<file path="config.mk">
export PLATFORM = sky130hd
export DESIGN_NAME = lcd_refresh_engine_flat
export DESIGN_NICKNAME = d
export VERILOG_FILES = /design/src/rtl/lcd_refresh_engine_if.sv /design/src/rtl/lcd_refresh_engine.sv /design/src/flat_wrapper.sv
export SDC_FILE = /design/constraint.sdc
export NUM_CORES = 1
export LEC_CHECK = 0
export ABC_CLOCK_PERIOD_IN_PS = 3900
export CORE_MARGIN = 3
export CORE_UTILIZATION = 53
export CTS_BUF_LIST = sky130_fd_sc_hd__clkbuf_16
export DETAILED_ROUTE_END_ITERATION = 12
export PLACE_DENSITY = 0.92
export SYNTH_ARGS = -nofsm -noshare
export SYNTH_HDL_FRONTEND = slang
export SYNTH_SLANG_ARGS = --single-unit
export TNS_END_PERCENT = 20
</file>
<file path="constraint.sdc">
create_clock -name iCLK -period 3.9 [get_ports iCLK]
set_clock_uncertainty 0.05 [all_clocks]
set_input_delay 0.78 -clock iCLK [delete_from_list [all_inputs] [get_ports iCLK]]
set_output_delay 0.78 -clock iCLK [all_outputs]
set_load 0.02 [all_outputs]
</file>
<file path="src/rtl/lcd_refresh_engine_if.sv">
// ---------------------------------------------------------------------------
// lcd_refresh_engine_if
//
// Purpose: the 8-bit write-only HD44780-style LCD pin bundle that runs between
// the refresh engine and the board pins.
//
// Signals:
//   LCD_DATA  8  data/command byte
//   LCD_RS    1  0 = command, 1 = character data
//   LCD_RW    1  read/write select, always 0 (the bus is write-only)
//   LCD_EN    1  enable strobe; the panel latches LCD_DATA while it is high
//
// Modports:
//   master  the engine, which drives every pin
//   slave   the panel side, which only observes
// ---------------------------------------------------------------------------
interface lcd_refresh_engine_if;
    logic [7:0] LCD_DATA;
    logic       LCD_RS;
    logic       LCD_RW;
    logic       LCD_EN;

    modport master (output LCD_DATA, output LCD_RS, output LCD_RW, output LCD_EN);
    modport slave  (input  LCD_DATA, input  LCD_RS, input  LCD_RW, input  LCD_EN);
endinterface

</file>
<file path="src/rtl/lcd_refresh_engine.sv">
// ---------------------------------------------------------------------------
// lcd_refresh_engine
//
// Purpose: drives a ROWS x COLS character LCD over an 8-bit write-only bus.
// After reset it sends the panel init commands, then repeatedly writes whole
// frames taken from a snapshot of iCHARS latched at the start of each frame.
// A refresh request that arrives mid-frame is remembered (at most one) and
// served right after the current frame.
//
// Every byte is one write: 1 setup cycle (EN low), CLK_DIV strobe cycles
// (EN high), then a settle period (EN low, data held) of SETTLE cycles, or
// CLR_SETTLE cycles after the clear-display command.
//
// Ports:
//   iCLK      in   system clock
//   iRST_N    in   asynchronous active-low reset
//   iCHARS    in   ROWS*COLS ASCII bytes, row 0 col 0 in the MSB byte
//   iREFRESH  in   one-cycle request for a new frame
//   oBUSY     out  high while initialising or writing a frame
//   oDONE     out  one-cycle pulse once the last write of a frame has settled
//   lcd       if   LCD pin bundle (master side)
//
// Optional build macro: LCD_CHANGE_DETECT_EN
//   When defined, an idle engine also starts a frame by itself as soon as
//   iCHARS differs from the last snapshot (one cycle later than iREFRESH,
//   because the comparison is registered). When undefined, no comparator
//   exists.
// ---------------------------------------------------------------------------
module lcd_refresh_engine #(
    parameter int COLS       = 16,
    parameter int ROWS       = 2,
    parameter int CLK_DIV    = 16,
    parameter int SETTLE     = 262143,
    parameter int CLR_SETTLE = 262143
) (
    input  logic                   iCLK,
    input  logic                   iRST_N,
    input  logic [ROWS*COLS*8-1:0] iCHARS,
    input  logic                   iREFRESH,
    output logic                   oBUSY,
    output logic                   oDONE,
    lcd_refresh_engine_if.master   lcd
);
    localparam int NCHARS = ROWS * COLS;
    localparam int MAXA   = (CLK_DIV > SETTLE) ? CLK_DIV : SETTLE;
    localparam int MAXCNT = (MAXA > CLR_SETTLE) ? MAXA : CLR_SETTLE;
    localparam int CW     = $clog2(MAXCNT + 1);
    localparam int COLW   = (COLS > 1) ? $clog2(COLS) : 1;

    typedef enum logic [2:0] {ST_INIT, ST_IDLE, ST_ROWADDR, ST_CHAR, ST_DONE} state_t;
    typedef enum logic [1:0] {PH_LOAD, PH_SETUP, PH_STROBE, PH_SETTLE} phase_t;

    state_t                 state_q;
    phase_t                 phase_q;
    logic [CW-1:0]          cnt_q;
    logic [1:0]             initIdx_q;
    logic [1:0]             row_q;
    logic [COLW-1:0]        col_q;
    logic                   pending_q;
    logic [NCHARS*8-1:0]    snap_q;
    logic [7:0]             data_q;
    logic                   rs_q;
    logic                   en_q;
    logic                   busy_q;
    logic                   done_q;

    logic writeEnd;
    logic lastCol;
    logic lastRow;
    logic changeHit;
    logic startFrame;
    logic busyReq;

    function automatic logic [7:0] initCmd(input logic [1:0] idx);
        case (idx)
            2'd0:    return 8'h38;
            2'd1:    return 8'h0C;
            2'd2:    return 8'h01;
            default: return 8'h06;
        endcase
    endfunction

    // Set-DDRAM-address command for the first column of each row.
    function automatic logic [7:0] rowCmd(input logic [1:0] row);
        case (row)
            2'd0:    return 8'h80;
            2'd1:    return 8'hC0;
            2'd2:    return 8'h94;
            default: return 8'hD4;
        endcase
    endfunction

    function automatic logic [7:0] charAt(input logic [NCHARS*8-1:0] frame,
                                          input int row, input int col);
        int pos;
        pos = (NCHARS - 1) - (row * COLS + col);
        return frame[pos*8 +: 8];
    endfunction

    // Optional idle-time change detector; the registered compare keeps the
    // wide equality off the FSM's critical path.
`ifdef LCD_CHANGE_DETECT_EN
    logic diff_d;
    logic diff_q;
    assign diff_d = (iCHARS != snap_q);
    always_ff @(posedge iCLK or negedge iRST_N) begin
        if (!iRST_N) begin
            diff_q <= 1'b0;
        end else begin
            diff_q <= diff_d;
        end
    end
    assign changeHit = diff_q;
`else
    assign changeHit = 1'b0;
`endif

    assign writeEnd = (phase_q == PH_SETTLE) && (cnt_q == '0);
    assign lastCol  = (col_q == COLW'(COLS - 1));
    assign lastRow  = (row_q == 2'(ROWS - 1));

    // A frame starts straight after init, from IDLE on request/change, or
    // from DONE when a request is pending or arrives in that very cycle.
    assign startFrame = ((state_q == ST_INIT) && writeEnd && (initIdx_q == 2'd3))
                     || ((state_q == ST_IDLE) && (iREFRESH || changeHit))
                     || ((state_q == ST_DONE) && (pending_q || iREFRESH));

    assign busyReq = iREFRESH && ((state_q == ST_INIT) || (state_q == ST_ROWADDR)
                                  || (state_q == ST_CHAR));

    // Main sequencer. The state selects which byte comes next; the phase
    // walks each byte through setup, strobe and settle. All pins come
    // straight from registers so the bus never glitches.
    always_ff @(posedge iCLK or negedge iRST_N) begin
        if (!iRST_N) begin
            state_q   <= ST_INIT;
            phase_q   <= PH_LOAD;
            cnt_q     <= '0;
            initIdx_q <= '0;
            row_q     <= '0;
            col_q     <= '0;
            pending_q <= 1'b0;
            snap_q    <= '0;
            data_q    <= '0;
            rs_q      <= 1'b0;
            en_q      <= 1'b0;
            busy_q    <= 1'b1;
            done_q    <= 1'b0;
        end else begin
            done_q <= 1'b0;

            // DONE always consumes the pending request, either by starting
            // the next frame or because none was waiting.
            if (state_q == ST_DONE) begin
                pending_q <= 1'b0;
            end else if (busyReq) begin
                pending_q <= 1'b1;
            end

            if (startFrame) begin
                snap_q  <= iCHARS;
                state_q <= ST_ROWADDR;
                row_q   <= '0;
                col_q   <= '0;
                data_q  <= rowCmd(2'd0);
                rs_q    <= 1'b0;
                en_q    <= 1'b0;
                phase_q <= PH_SETUP;
                busy_q  <= 1'b1;
            end else begin
                case (phase_q)
                    PH_LOAD: begin
                        if (state_q == ST_INIT) begin
                            data_q  <= initCmd(initIdx_q);
                            rs_q    <= 1'b0;
                            phase_q <= PH_SETUP;
                        end
                    end
                    PH_SETUP: begin
                        en_q    <= 1'b1;
                        cnt_q   <= CW'(CLK_DIV - 1);
                        phase_q <= PH_STROBE;
                    end
                    PH_STROBE: begin
                        if (cnt_q == '0) begin
                            en_q    <= 1'b0;
                            phase_q <= PH_SETTLE;
                            cnt_q   <= (!rs_q && data_q == 8'h01) ? CW'(CLR_SETTLE - 1)
                                                                  : CW'(SETTLE - 1);
                        end else begin
                            cnt_q <= cnt_q - CW'(1);
                        end
                    end
                    PH_SETTLE: begin
                        if (cnt_q != '0) begin
                            cnt_q <= cnt_q - CW'(1);
                        end else begin
                            case (state_q)
                                ST_INIT: begin
                                    initIdx_q <= initIdx_q + 2'd1;
                                    data_q    <= initCmd(initIdx_q + 2'd1);
                                    phase_q   <= PH_SETUP;
                                end
                                ST_ROWADDR: begin
                                    state_q <= ST_CHAR;
                                    col_q   <= '0;
                                    data_q  <= charAt(snap_q, int'(row_q), 0);
                                    rs_q    <= 1'b1;
                                    phase_q <= PH_SETUP;
                                end
                                ST_CHAR: begin
                                    if (lastCol && lastRow) begin
                                        state_q <= ST_DONE;
                                        done_q  <= 1'b1;
                                        phase_q <= PH_LOAD;
                                    end else if (lastCol) begin
                                        row_q   <= row_q + 2'd1;
                                        state_q <= ST_ROWADDR;
                                        data_q  <= rowCmd(row_q + 2'd1);
                                        rs_q    <= 1'b0;
                                        phase_q <= PH_SETUP;
                                    end else begin
                                        col_q   <= col_q + COLW'(1);
                                        data_q  <= charAt(snap_q, int'(row_q), int'(col_q) + 1);
                                        phase_q <= PH_SETUP;
                                    end
                                end
                                default: phase_q <= PH_LOAD;
                            endcase
                        end
                    end
                    default: phase_q <= PH_LOAD;
                endcase

                if (state_q == ST_DONE) begin
                    state_q <= ST_IDLE;
                    busy_q  <= 1'b0;
                end
            end
        end
    end

    assign lcd.LCD_DATA = data_q;
    assign lcd.LCD_RS   = rs_q;
    assign lcd.LCD_RW   = 1'b0;
    assign lcd.LCD_EN   = en_q;
    assign oBUSY        = busy_q;
    assign oDONE        = done_q;
endmodule

</file>
<file path="src/flat_wrapper.sv">
// flat-port wrapper written by rule: the top's interface ports become plain ports
module lcd_refresh_engine_flat 
#(
    parameter int COLS       = 16,
    parameter int ROWS       = 2,
    parameter int CLK_DIV    = 16,
    parameter int SETTLE     = 262143,
    parameter int CLR_SETTLE = 262143
)
  (iCLK, iRST_N, iCHARS, iREFRESH, oBUSY, oDONE, lcd_LCD_DATA, lcd_LCD_RS, lcd_LCD_RW, lcd_LCD_EN);
  lcd_refresh_engine_if lcd_i ();
  input  logic iCLK;
  input  logic iRST_N;
  input  logic [ROWS*COLS*8-1:0] iCHARS;
  input  logic iREFRESH;
  output logic oBUSY;
  output logic oDONE;
  output wire logic [$bits(lcd_i.LCD_DATA)-1:0] lcd_LCD_DATA;
  output wire logic [$bits(lcd_i.LCD_RS)-1:0] lcd_LCD_RS;
  output wire logic [$bits(lcd_i.LCD_RW)-1:0] lcd_LCD_RW;
  output wire logic [$bits(lcd_i.LCD_EN)-1:0] lcd_LCD_EN;
  assign lcd_LCD_DATA = lcd_i.LCD_DATA;
  assign lcd_LCD_RS = lcd_i.LCD_RS;
  assign lcd_LCD_RW = lcd_i.LCD_RW;
  assign lcd_LCD_EN = lcd_i.LCD_EN;
  lcd_refresh_engine #(.COLS(COLS), .ROWS(ROWS), .CLK_DIV(CLK_DIV), .SETTLE(SETTLE), .CLR_SETTLE(CLR_SETTLE)) u_core (.iCLK(iCLK), .iRST_N(iRST_N), .iCHARS(iCHARS), .iREFRESH(iREFRESH), .oBUSY(oBUSY), .oDONE(oDONE), .lcd(lcd_i));
endmodule
</file>
==> key figures, run 1 <==
Floorplanning
  • Core region area: between 20,000 and 30,000 um^2
  • Starting density of the core: 54.35%
  • Die H: between 150 and 200 um
  • Die Span X: around 170 um
  • Area of the die: ~30,000 um^2
  • Boundary Pins: around 270
  • Number of standard-cell rows in the floorplan: 60

GRT
  • Via count of the first global-routing pass: about 13,000
  • Initial antenna violation count: 3
  • Total congestion overflow after global routing: 0
  • Global-route wire length before repair: roughly 70 mm
  • Largest net degree at the start of global routing: 110
  • Gr usage total: between 20 and 30%

STA
  • Count of final hold-check violations: 0
  • Transition time at the pin with the least slew margin: ~1 ns
  • Min Clock Period, post-route: between 3 and 4 ns
  • Crit share post-route: 86.68%
  • Pins Over Slew Limit: 0
  • Slew HR: roughly a third
  • Final setup violation count: 0
  • Setup repair after global routing missed its margin: false
  • Highest achievable clock rate: between 0.2 and 0.3 GHz
  • Setup TNS: 0 ns

Logic synthesis
  • Synthesized Nets: about 1,900
  • Cell types with the largest area share after synthesis: sky130_fd_sc_hd__dfrtp_1, sky130_fd_sc_hd__nand2_1, sky130_fd_sc_hd__mux4_2
  • Post-synthesis sequential area ratio: between 50 and 60%
  • Post-Synthesis Cells: ~1,600
  • Share of synthesized flip-flops with an asynchronous set or reset: 100.0%
  • YS warnings: 0
  • Library cells used by synthesis: a little under 70
  • Mapped Area: around 15,000 um^2
  • Average instance area after synthesis: between 9 and 10 um^2
  • Leading post-synthesis cells by instance count: sky130_fd_sc_hd__nand2_1, sky130_fd_sc_hd__dfrtp_1, sky130_fd_sc_hd__mux4_2
  • Flip-flop and latch count after synthesis: 300
  • Most common cell in the netlist: sky130_fd_sc_hd__nand2_1
  • Post-synth top area cell: sky130_fd_sc_hd__dfrtp_1
  • Share of Yosys cell area claimed by the top area cell type: 50.66%
  • Dominant register cell in the synthesized netlist: sky130_fd_sc_hd__dfrtp_1
  • Number of flops mapped to enable cells by yosys: 0

Placement
  • Gpl congestion: ~0.9
  • Total half-perimeter wirelength after legalization and detailed placement: 31.34 mm
  • Cell area after placement: ~18,000 um^2
  • Number of cells after detailed placement: around 2,200
  • Count of buffers inserted at the top-level ports: 270

Worst setup path
  • Crit end category: flop
  • Highest fanout seen on the critical path: 26
  • Critical R2R Launch: u_core.col_q[0]
  • Data arrival time at the worst-slack endpoint: between 3 and 4 ns
  • Destination of the worst register-to-register timing path: u_core.lcd.LCD_DATA[2]
  • R2R cell count: 11
  • Worst Setup EP: u_core.lcd.LCD_DATA[2]
  • Beginning of the critical path: u_core.col_q[0]
  • Type of the worst setup path: reg2reg
  • CP Launch Type: flop
  • CP required: about 4.4 ns
  • Worst R2R Setup Slack: ~0.52 ns

Cells and area
  • Non-filler cells in the finished layout: ~2,200
  • Post-Route Utilization: around 69%
  • Share of final-layout standard cells stronger than drive strength 1: 8.935%
  • Summed area of non-filler cells in the final layout: 18,700 um^2
  • Area added between synthesis and finish: 26.62%
  • Post-layout nets: approximately 2,100

Clock network
  • H-tree Lvls: 1
  • Post-CTS sizing: 0
  • TritonCTS sink count: 300
  • Clock slew at reported path FFs: approximately 0.060 ns
  • Number of buffers on the longest clock path: 3
  • Setup fix buffers added after clock tree synthesis: 0
  • TritonCTS Buffers: 31
  • Clock network latency to the later pin of the worst-skew pair: between 0.5 and 0.6 ns
  • Post-cts hold buffer count: 0
  • Root buffer selected by CTS: sky130_fd_sc_hd__clkbuf_16
  • TritonCTS clock tree: yes

Detailed routing
  • Aggregate routed wire length: about 44 mm
  • Number of nets with antenna violations after routing: 0
  • Vias per Instance: a little under 6
  • Number of remaining DRC errors: 0
  • Routed vias: between 10,000 and 15,000
  • Detailed-router iteration count before antenna repair: 5
  • DRC violation total after the first TritonRoute iteration: between 1,000 and 1,500
  • Detailed-route wire length per cell: roughly 20 um

Power
  • VDD IR-drop max: a little under 300 uV
  • Logic pwr share: 8.3%
  • PwrDens: ~360 nW/um^2
  • Lkg Pwr: ~8.6 nW
  • Clk pwr share: 41.7%
  • Net switching fraction of the power: 23.75%
  • Sw power: roughly 1.6 mW
  • Sequential Power Share: 50.0%
  • Total power draw: roughly 6.7 mW
  • Pint: slightly above 5 mW

Job
  • Max capacitance violation total: 0

Run status
  • Run status: complete, no violations

Min path
  • Worst min-delay path category: in2async
cell type report:
class | instances | area (um^2)
multi-input cells | 1198 | 6721
fillers | 1967 | 8473
flip-flops and latches | 300 | 7512
clock inverters | 25 | 160.2
diodes | 1 | 2.502
inverters | 18 | 67.56
repair buffers | 297 | 2998
clock buffers | 31 | 775.7
well taps | 372 | 465.4
per-stage QoR:
step | worst slack (ns) | hold slack (ns)
6_report | 0.5194 | 0.2259
5_1_grt | 0.2047 | 0.2889
4_1_cts | 0.4916 | 0.2455
3_5_place_dp | 0.4971 | 0.4003
3_3_place_gp | 0.6022 | 0.3942
2_1_floorplan | 0.4714 | 0.3834
layout by cell type, fill, tap and decap left out, drive strengths merged, types with 4 or more instances in the layout:
cell           count
a41oi              4
mux2              10
a32oi              4
clkinv            16
inv               24
o21ai             23
nand2            834
and3               4
dfrtp            299
nor3              18
nor2b              4
clkbuf            31
or3                4
clkdlybuf4s50    269
nor2              43
mux2i              9
a31oi              7
nand2b             7
mux4              67
o22ai              4
o22a               9
nand3             16
buf               28
or4                4
ha                22
a21oi             34
nand4             13
routing by layer:
metal / wire length [um] / share of wire (%) / GRT usage, %
met1: 16890 / 38 / 37.25
met4: 1737 / 3.9 / 10.88
met2: 22000 / 50 / 49.58
met5: 24 / 0.055 / 0
met3: 3373 / 7.7 / 5.007
power groups by stage:
stage,sequential (mW),combinational (mW),clock [mW]
after floorplan,3.35,0.155,0
after global placement,3.37,0.536,0
after detailed placement,3.38,0.553,0
after CTS,3.33,0.559,2.80
after global routing,3.34,0.605,2.93
final,3.33,0.554,2.78
critical path: stages (launching register included):
cell	delay (ns)
sky130_fd_sc_hd__dfrtp_4	0.44
sky130_fd_sc_hd__buf_4	0.44
sky130_fd_sc_hd__nand3_1	0.16
sky130_fd_sc_hd__xor2_1	0.24
sky130_fd_sc_hd__inv_1	0.08
sky130_fd_sc_hd__ha_1	0.65
sky130_fd_sc_hd__nand2_1	0.09
sky130_fd_sc_hd__o21ai_0	0.27
sky130_fd_sc_hd__and4_1	0.39
sky130_fd_sc_hd__o2111ai_1	0.18
sky130_fd_sc_hd__a21oi_1	0.17
sky130_fd_sc_hd__mux2_2	0.16
cell families after synthesis:
family                     Yosys count  synth area share (%)
DFF                                300                 50.83
and+or+nand+nor                    967                 26.18
AOI/OAI and AO/OA                  119                 5.371
muxes                               86                 11.61
other                                1               0.02539
adders and majority gates           22                 1.864
xor gates and xnor gates             3                0.1779
buffers and inverters              116                 3.939
flip-flops by register name, indices dropped and copies added, names as in the netlist:
register             count
u_core.snap_q          256
u_core.cnt_q            18
u_core.lcd.LCD_DATA      8
u_core.col_q             4
u_core.state_q           3
u_core.initIdx_q         2
u_core.phase_q           2
u_core.row_q             2
u_core.lcd.LCD_EN        1
u_core.lcd.LCD_RS        1
u_core.oBUSY             1
u_core.oDONE             1
u_core.pending_q         1
how the worst min path moves through the flow:
stage	start	endpoint	cells after the start
floorplan	u_core.snap_q[0]	u_core.snap_q[0]	2
global placement	u_core.snap_q[56]	u_core.snap_q[56]	2
global route	iRST_N	u_core.snap_q[77]	1
finish	iRST_N	u_core.snap_q[77]	1
detailed placement	u_core.snap_q[138]	u_core.snap_q[138]	2
CTS	iRST_N	u_core.snap_q[77]	1
Note: power is estimated with default switching activity, not from simulation.
==> inputs of run 2 (changes only) <==
--- a/config.mk
+++ b/config.mk
@@ -6,11 +6,13 @@
 export NUM_CORES = 1
 export LEC_CHECK = 0
 export ABC_CLOCK_PERIOD_IN_PS = 3900
+export CAP_MARGIN = 20
 export CORE_MARGIN = 3
 export CORE_UTILIZATION = 53
 export CTS_BUF_LIST = sky130_fd_sc_hd__clkbuf_16
 export DETAILED_ROUTE_END_ITERATION = 12
 export PLACE_DENSITY = 0.92
+export SLEW_MARGIN = 20
 export SYNTH_ARGS = -nofsm -noshare
 export SYNTH_HDL_FRONTEND = slang
 export SYNTH_SLANG_ARGS = --single-unit
==> results of run 2 <==
Same layout as run 1: the final DEF is identical, and so are final timing and power.
